===== config.mk =====
export PLATFORM = sky130hd
export DESIGN_NAME = seq_shifter
export DESIGN_NICKNAME = d
export VERILOG_FILES = /design/src/rtl/seq_shifter.sv
export SDC_FILE = /design/constraint.sdc
export NUM_CORES = 1
export LEC_CHECK = 0
export CAP_MARGIN = 30
export CORE_MARGIN = 4
export CORE_UTILIZATION = 45
export CTS_BUF_LIST = sky130_fd_sc_hd__clkbuf_2 sky130_fd_sc_hd__clkbuf_4 sky130_fd_sc_hd__clkbuf_8
export DETAILED_ROUTE_END_ITERATION = 7
export GPL_ROUTABILITY_DRIVEN = 1
export HOLD_SLACK_MARGIN = 0.15
export PLACE_DENSITY_LB_ADDON = 0.3
export SETUP_SLACK_MARGIN = 0.4
export SYNTH_ARGS = -nofsm -noshare
export SYNTH_HDL_FRONTEND = slang
export SYNTH_SLANG_ARGS = --single-unit

===== constraint.sdc =====
create_clock -name i_clk -period 5.4 [get_ports i_clk]
set_input_delay 0.54 -clock i_clk [delete_from_list [all_inputs] [get_ports i_clk]]
set_output_delay 0.54 -clock i_clk [all_outputs]
set_load 0.005 [all_outputs]

===== src/rtl/seq_shifter.sv =====
// seq_shifter: multi-cycle barrel-less shifter (LSL/LSR/ASR/ROR) with
// ARM-style carry-out and saturation. It moves at most STEP bits per cycle,
// so the latency depends on the effective amount. The request side uses a
// valid/ready handshake, and the result is held in DONE until the consumer
// accepts it.
module seq_shifter #(
  parameter int WIDTH = 32,
  parameter int STEP  = 8
) (
  input  logic             i_clk,
  input  logic             i_rst,
  input  logic             i_valid,
  output logic             o_ready,
  input  logic [1:0]       i_op,
  input  logic [WIDTH-1:0] i_rm,
  input  logic [7:0]       i_amount,
  input  logic             i_c,
  output logic             o_valid,
  input  logic             i_ready,
  output logic [WIDTH-1:0] o_rd,
  output logic             o_c,
  output logic             o_z,
  output logic             o_n
);

  typedef enum logic [1:0] {
    IDLE  = 2'd0,
    SHIFT = 2'd1,
    DONE  = 2'd2
  } state_t;

  localparam logic [1:0] OP_LSL = 2'b00;
  localparam logic [1:0] OP_LSR = 2'b01;
  localparam logic [1:0] OP_ASR = 2'b10;
  localparam logic [1:0] OP_ROR = 2'b11;

  // Amounts never exceed WIDTH+1 (at most 65), so 8 bits covers every count.
  localparam logic [7:0] WIDTH_L = 8'(WIDTH);
  localparam logic [7:0] STEP_L  = 8'(STEP);

  state_t           state_reg, state_next;
  logic [1:0]       op_reg, op_next;
  logic [WIDTH-1:0] val_reg, val_next;
  logic             c_reg, c_next;
  logic [7:0]       rem_reg, rem_next;

  logic [7:0]       amt_eff;
  logic [7:0]       k;
  logic [WIDTH-1:0] lsl_val, lsr_val, asr_val, ror_val;
  logic [WIDTH-1:0] lsl_out_bits, right_out_bits;
  logic             carry_lsl, carry_right;

  // Effective amount. LSL/LSR saturate at WIDTH+1, which is enough to
  // produce the "everything shifted out, carry 0" case. ASR saturates at
  // WIDTH, where the result is all sign bits. ROR wraps modulo WIDTH.
  always_comb begin
    amt_eff = i_amount;
    case (i_op)
      OP_LSL, OP_LSR: begin
        if (i_amount > WIDTH_L + 8'd1) amt_eff = WIDTH_L + 8'd1;
      end
      OP_ASR: begin
        if (i_amount > WIDTH_L) amt_eff = WIDTH_L;
      end
      default: begin
        amt_eff = i_amount & (WIDTH_L - 8'd1);
      end
    endcase
  end

  // Per-cycle datapath: shift by k = min(remaining, STEP) and extract the
  // last bit that leaves the word. The carry bit is taken with a shift
  // instead of a variable index, so no out-of-range select can occur while
  // k is 0 outside SHIFT.
  always_comb begin
    k              = (rem_reg < STEP_L) ? rem_reg : STEP_L;
    lsl_val        = val_reg << k;
    lsr_val        = val_reg >> k;
    asr_val        = $signed(val_reg) >>> k;
    ror_val        = (val_reg >> k) | (val_reg << (WIDTH_L - k));
    lsl_out_bits   = val_reg >> (WIDTH_L - k);
    right_out_bits = val_reg >> (k - 8'd1);
    carry_lsl      = lsl_out_bits[0];
    carry_right    = right_out_bits[0];
  end

  // Next-state and working-register update.
  always_comb begin
    state_next = state_reg;
    op_next    = op_reg;
    val_next   = val_reg;
    c_next     = c_reg;
    rem_next   = rem_reg;
    case (state_reg)
      IDLE: begin
        if (i_valid) begin
          op_next  = i_op;
          val_next = i_rm;
          rem_next = amt_eff;
          // A non-zero ROR that wraps to 0 still reports the MSB as carry.
          // Any other zero amount passes the incoming carry through.
          if (i_op == OP_ROR && i_amount != 8'd0) c_next = i_rm[WIDTH-1];
          else                                   c_next = i_c;
          state_next = (amt_eff == 8'd0) ? DONE : SHIFT;
        end
      end
      SHIFT: begin
        case (op_reg)
          OP_LSL: begin
            val_next = lsl_val;
            c_next   = carry_lsl;
          end
          OP_LSR: begin
            val_next = lsr_val;
            c_next   = carry_right;
          end
          OP_ASR: begin
            val_next = asr_val;
            c_next   = carry_right;
          end
          default: begin
            val_next = ror_val;
            c_next   = carry_right;
          end
        endcase
        rem_next = rem_reg - k;
        if (rem_reg == k) state_next = DONE;
      end
      DONE: begin
        if (i_ready) state_next = IDLE;
      end
      default: begin
        state_next = IDLE;
      end
    endcase
  end

  // State register. Reset clears everything and overrides any handshake.
  always_ff @(posedge i_clk) begin
    if (i_rst) begin
      state_reg <= IDLE;
      op_reg    <= OP_LSL;
      val_reg   <= '0;
      c_reg     <= 1'b0;
      rem_reg   <= 8'd0;
    end else begin
      state_reg <= state_next;
      op_reg    <= op_next;
      val_reg   <= val_next;
      c_reg     <= c_next;
      rem_reg   <= rem_next;
    end
  end

  // Outputs. o_z is qualified by DONE so that it reads 0 after reset, even
  // though the working value is 0 then.
  always_comb begin
    o_ready = (state_reg == IDLE);
    o_valid = (state_reg == DONE);
    o_rd    = val_reg;
    o_c     = c_reg;
    o_n     = val_reg[WIDTH-1];
    o_z     = (state_reg == DONE) && (val_reg == '0);
  end

endmodule


==> impl_results.md <==
- Initial core utilization: 0.458
- CTS tree: yes
- Worst Setup SP: rem_reg[4]$_SDFFE_PP0P_
- Simple-Gate Fraction of Synth Area: 0.275
- Die span in y: 130 um
- Synth Area in Adders: 0.00563
- R2r endpoint: o_rd[29]$_SDFFE_PP0P_
- WL final: 35600 um
- Reg2reg path depth: 12
- Setup tns final: 0 ps
- Maximum number of pins on one net before global-route repair: 55
- DR iter-0 viols: 1987
- Max reg flops: 32
- Ys flop type: dfxtp_1
- Async SR Flop Fraction: 0
- Final routed DRC violation total: 0
- Worst-margin pin slew: 1110 ps
- Initial antenna violation count: 0
- Worst R2R Start: rem_reg[4]$_SDFFE_PP0P_
- Placer Congestion: 1.09
- Wire length of the first global-routing pass: 52900 um
- Clk slew on worst S/H paths: 120 ps
- Synth-to-layout area growth: 13.1%
- Worst min-delay path startpoint: rem_reg[7]$_SDFFE_PP0P_
- Clk_lat worst skew: 350 ps
- RSZ-0062 raised after global routing: no
- Finished Core Util: 0.519
- Final Power: 3.39 mW
- Die area: 16800 um2
- CTS H-tree lvls: 2
- Yosys top cell area share: 0.135
- Wire per inst: 30.2 um
- Post-CTS resize count: 0
- Hold buffers post-CTS: 0
- Detail Route Antenna Nets: 0
- Post-route setup slack: 1590 ps
- Run status: finished clean
- CTS Buffer Depth: 2
- Synthesized net count: 1040
- Final #Nets: 1044
- Core area: 14500 um2
- Worst reg-to-reg setup slack: 1590 ps
- Synth cell types: 84
- Worst EP required: 5620 ps
- #FFs+latches synth: 45
- CTS root buffer: clkbuf_8
- Post-Synth XOR/XNOR Area: 0.00639
- DR vias: 9140
- Post-CTS setup buffer count: 0
- Worst vdd ir: 0.000163 V
- Horiz. Die Dim: 130 um
- Max Cap Viol: 0
- Final period util: 0.705
- Worst setup path endpoint: o_rd[29]$_SDFFE_PP0P_
- Yosys Warn Count: 0
- HP Class: reg -> reg
- First-pass iteration count of the detailed router: 6
- Top cells by area, synth: dfxtp_1, o21ai_0, a21oi_1
- Placed wire-length estimate: 24000 um
- Final hold vios: 0
- Total CTS buffers: 5
- Post-synth EDFFs: 0
- CTS Sinks: 45
- Area leader, netlist: dfxtp_1
- # diodes: 0
- Sequential area share after synthesis: 0.135
- CP endpoint kind: flip-flop
- Final setup viols: 0
- Num ports: 84
- Post-Syn Area: 6660 um2
- Slew headroom: 0.262
- Max Freq: 263 MHz
- CP max FO: 54
- Total gr overflow: 0
- Layout cells sized above 1: 0.0824
- Post-Syn Instances: 990
- Lkg Pwr: 2.63 nW
- Final Max Tran Viols: 0
- Mux cell area share after synthesis: 0.100
- Critical Path Source Type: flip-flop
- FP Rows: 44
- Tot GR Track Use: 0.416
- Crit path time final: 3810 ps
- CP Data Arrival Time: 4030 ps
- Skew final: 21.2 ps
- Setup WS pre-CTS: 1720 ps
- Cell Area, Placed: 7440 um2
- Quantity of I/O buffers inserted on ports: 83
- Compound-cell area share of the yosys netlist: 0.395
- Most instantiated cells after synthesis: o21ai_0, nand2_1, nor2_1, clkbuf_1, a21oi_1
- Setup CP Type: reg -> reg
- Vias in the first global route: 8305
- Cell Pwr Density: 450 nW/um2
- Largest family of logic cells by synthesized area: compound AO/OA/AOI/OAI gates
- Avg Inst Size Synth: 6.73 um2
- Most frequent cell after synthesis: o21ai_0
- Vias per cell: 7.75
- Design Area, Final: 7540 um2
layout by cell type (no fill, tap or decap), types with 24 or more instances in the layout:
cell,synthesis,routed
nand3_1,52,52
a21oi_1,79,79
mux2i_1,24,24
buf_4,2,25
dfxtp_1,45,45
o21ai_0,101,101
nor3_1,33,33
a31oi_1,24,24
clkdlybuf4s50_1,0,82
nor2_1,88,86
nand2_1,95,95
power by group:
group,internal [mW],switching (mW),leakage [nW]
Combinational,0.859,1.60,2.21
Sequential,0.404,0.273,0.371
Clock,0.0941,0.159,0.0447
Total,1.36,2.03,2.63
per-layer routing:
layer	up-vias	routed length, um	GRT usage
li1	3808	-	-
met1	4179	12800	0.538
met2	915	14400	0.591
met3	238	5110	0.128
met4	0	3260	0.277
met5	-	0	0
logic make-up after synthesis:
kind of cell,count (synthesis)
xor+xnor,4
compound gates,395
simple gates,367
buf+inv,127
other cells,1
fa+ha+maj,3
mux,48
flops,45
worst max-delay path: stages (launching register included):
cell and delay, ps:
dfxtp_1 400, or4_2 780, buf_4 370, nor2_8 190
inv_2 40, ha_1 290, buf_4 230, o21ai_0 100
a31oi_1 60, nor4_1 550, and4b_1 310, o21ai_0 220
a21oi_1 90
worst min path at each step:
stage,end,slack [ps],cells past startpoint
after floorplan,rem_reg[7]$_SDFFE_PP0P_,480,1
after global placement,rem_reg[7]$_SDFFE_PP0P_,520,1
after detailed placement,rem_reg[7]$_SDFFE_PP0P_,530,1
after CTS,rem_reg[7]$_SDFFE_PP0P_,550,1
after global routing,rem_reg[7]$_SDFFE_PP0P_,580,1
final,rem_reg[7]$_SDFFE_PP0P_,550,1
metrics by stage:
step	cells	hold slack [ps]
floorplan	990	480
global placement	1171	522
detailed placement	1171	530
CTS	1179	548
global route	1179	579
finish	1179	552
area by class of cell:
| class | count | area, um2 |
|---|---|---|
| fillers | 1473 | 7000 |
| clock inverters | 3 | 25.0 |
| flip-flops and latches | 45 | 901 |
| inverters | 16 | 62.6 |
| well taps | 184 | 230 |
| clock buffers | 5 | 68.8 |
| repair buffers | 108 | 1010 |
| multi-input cells | 818 | 5240 |
Power figures use the tool's default switching activity.
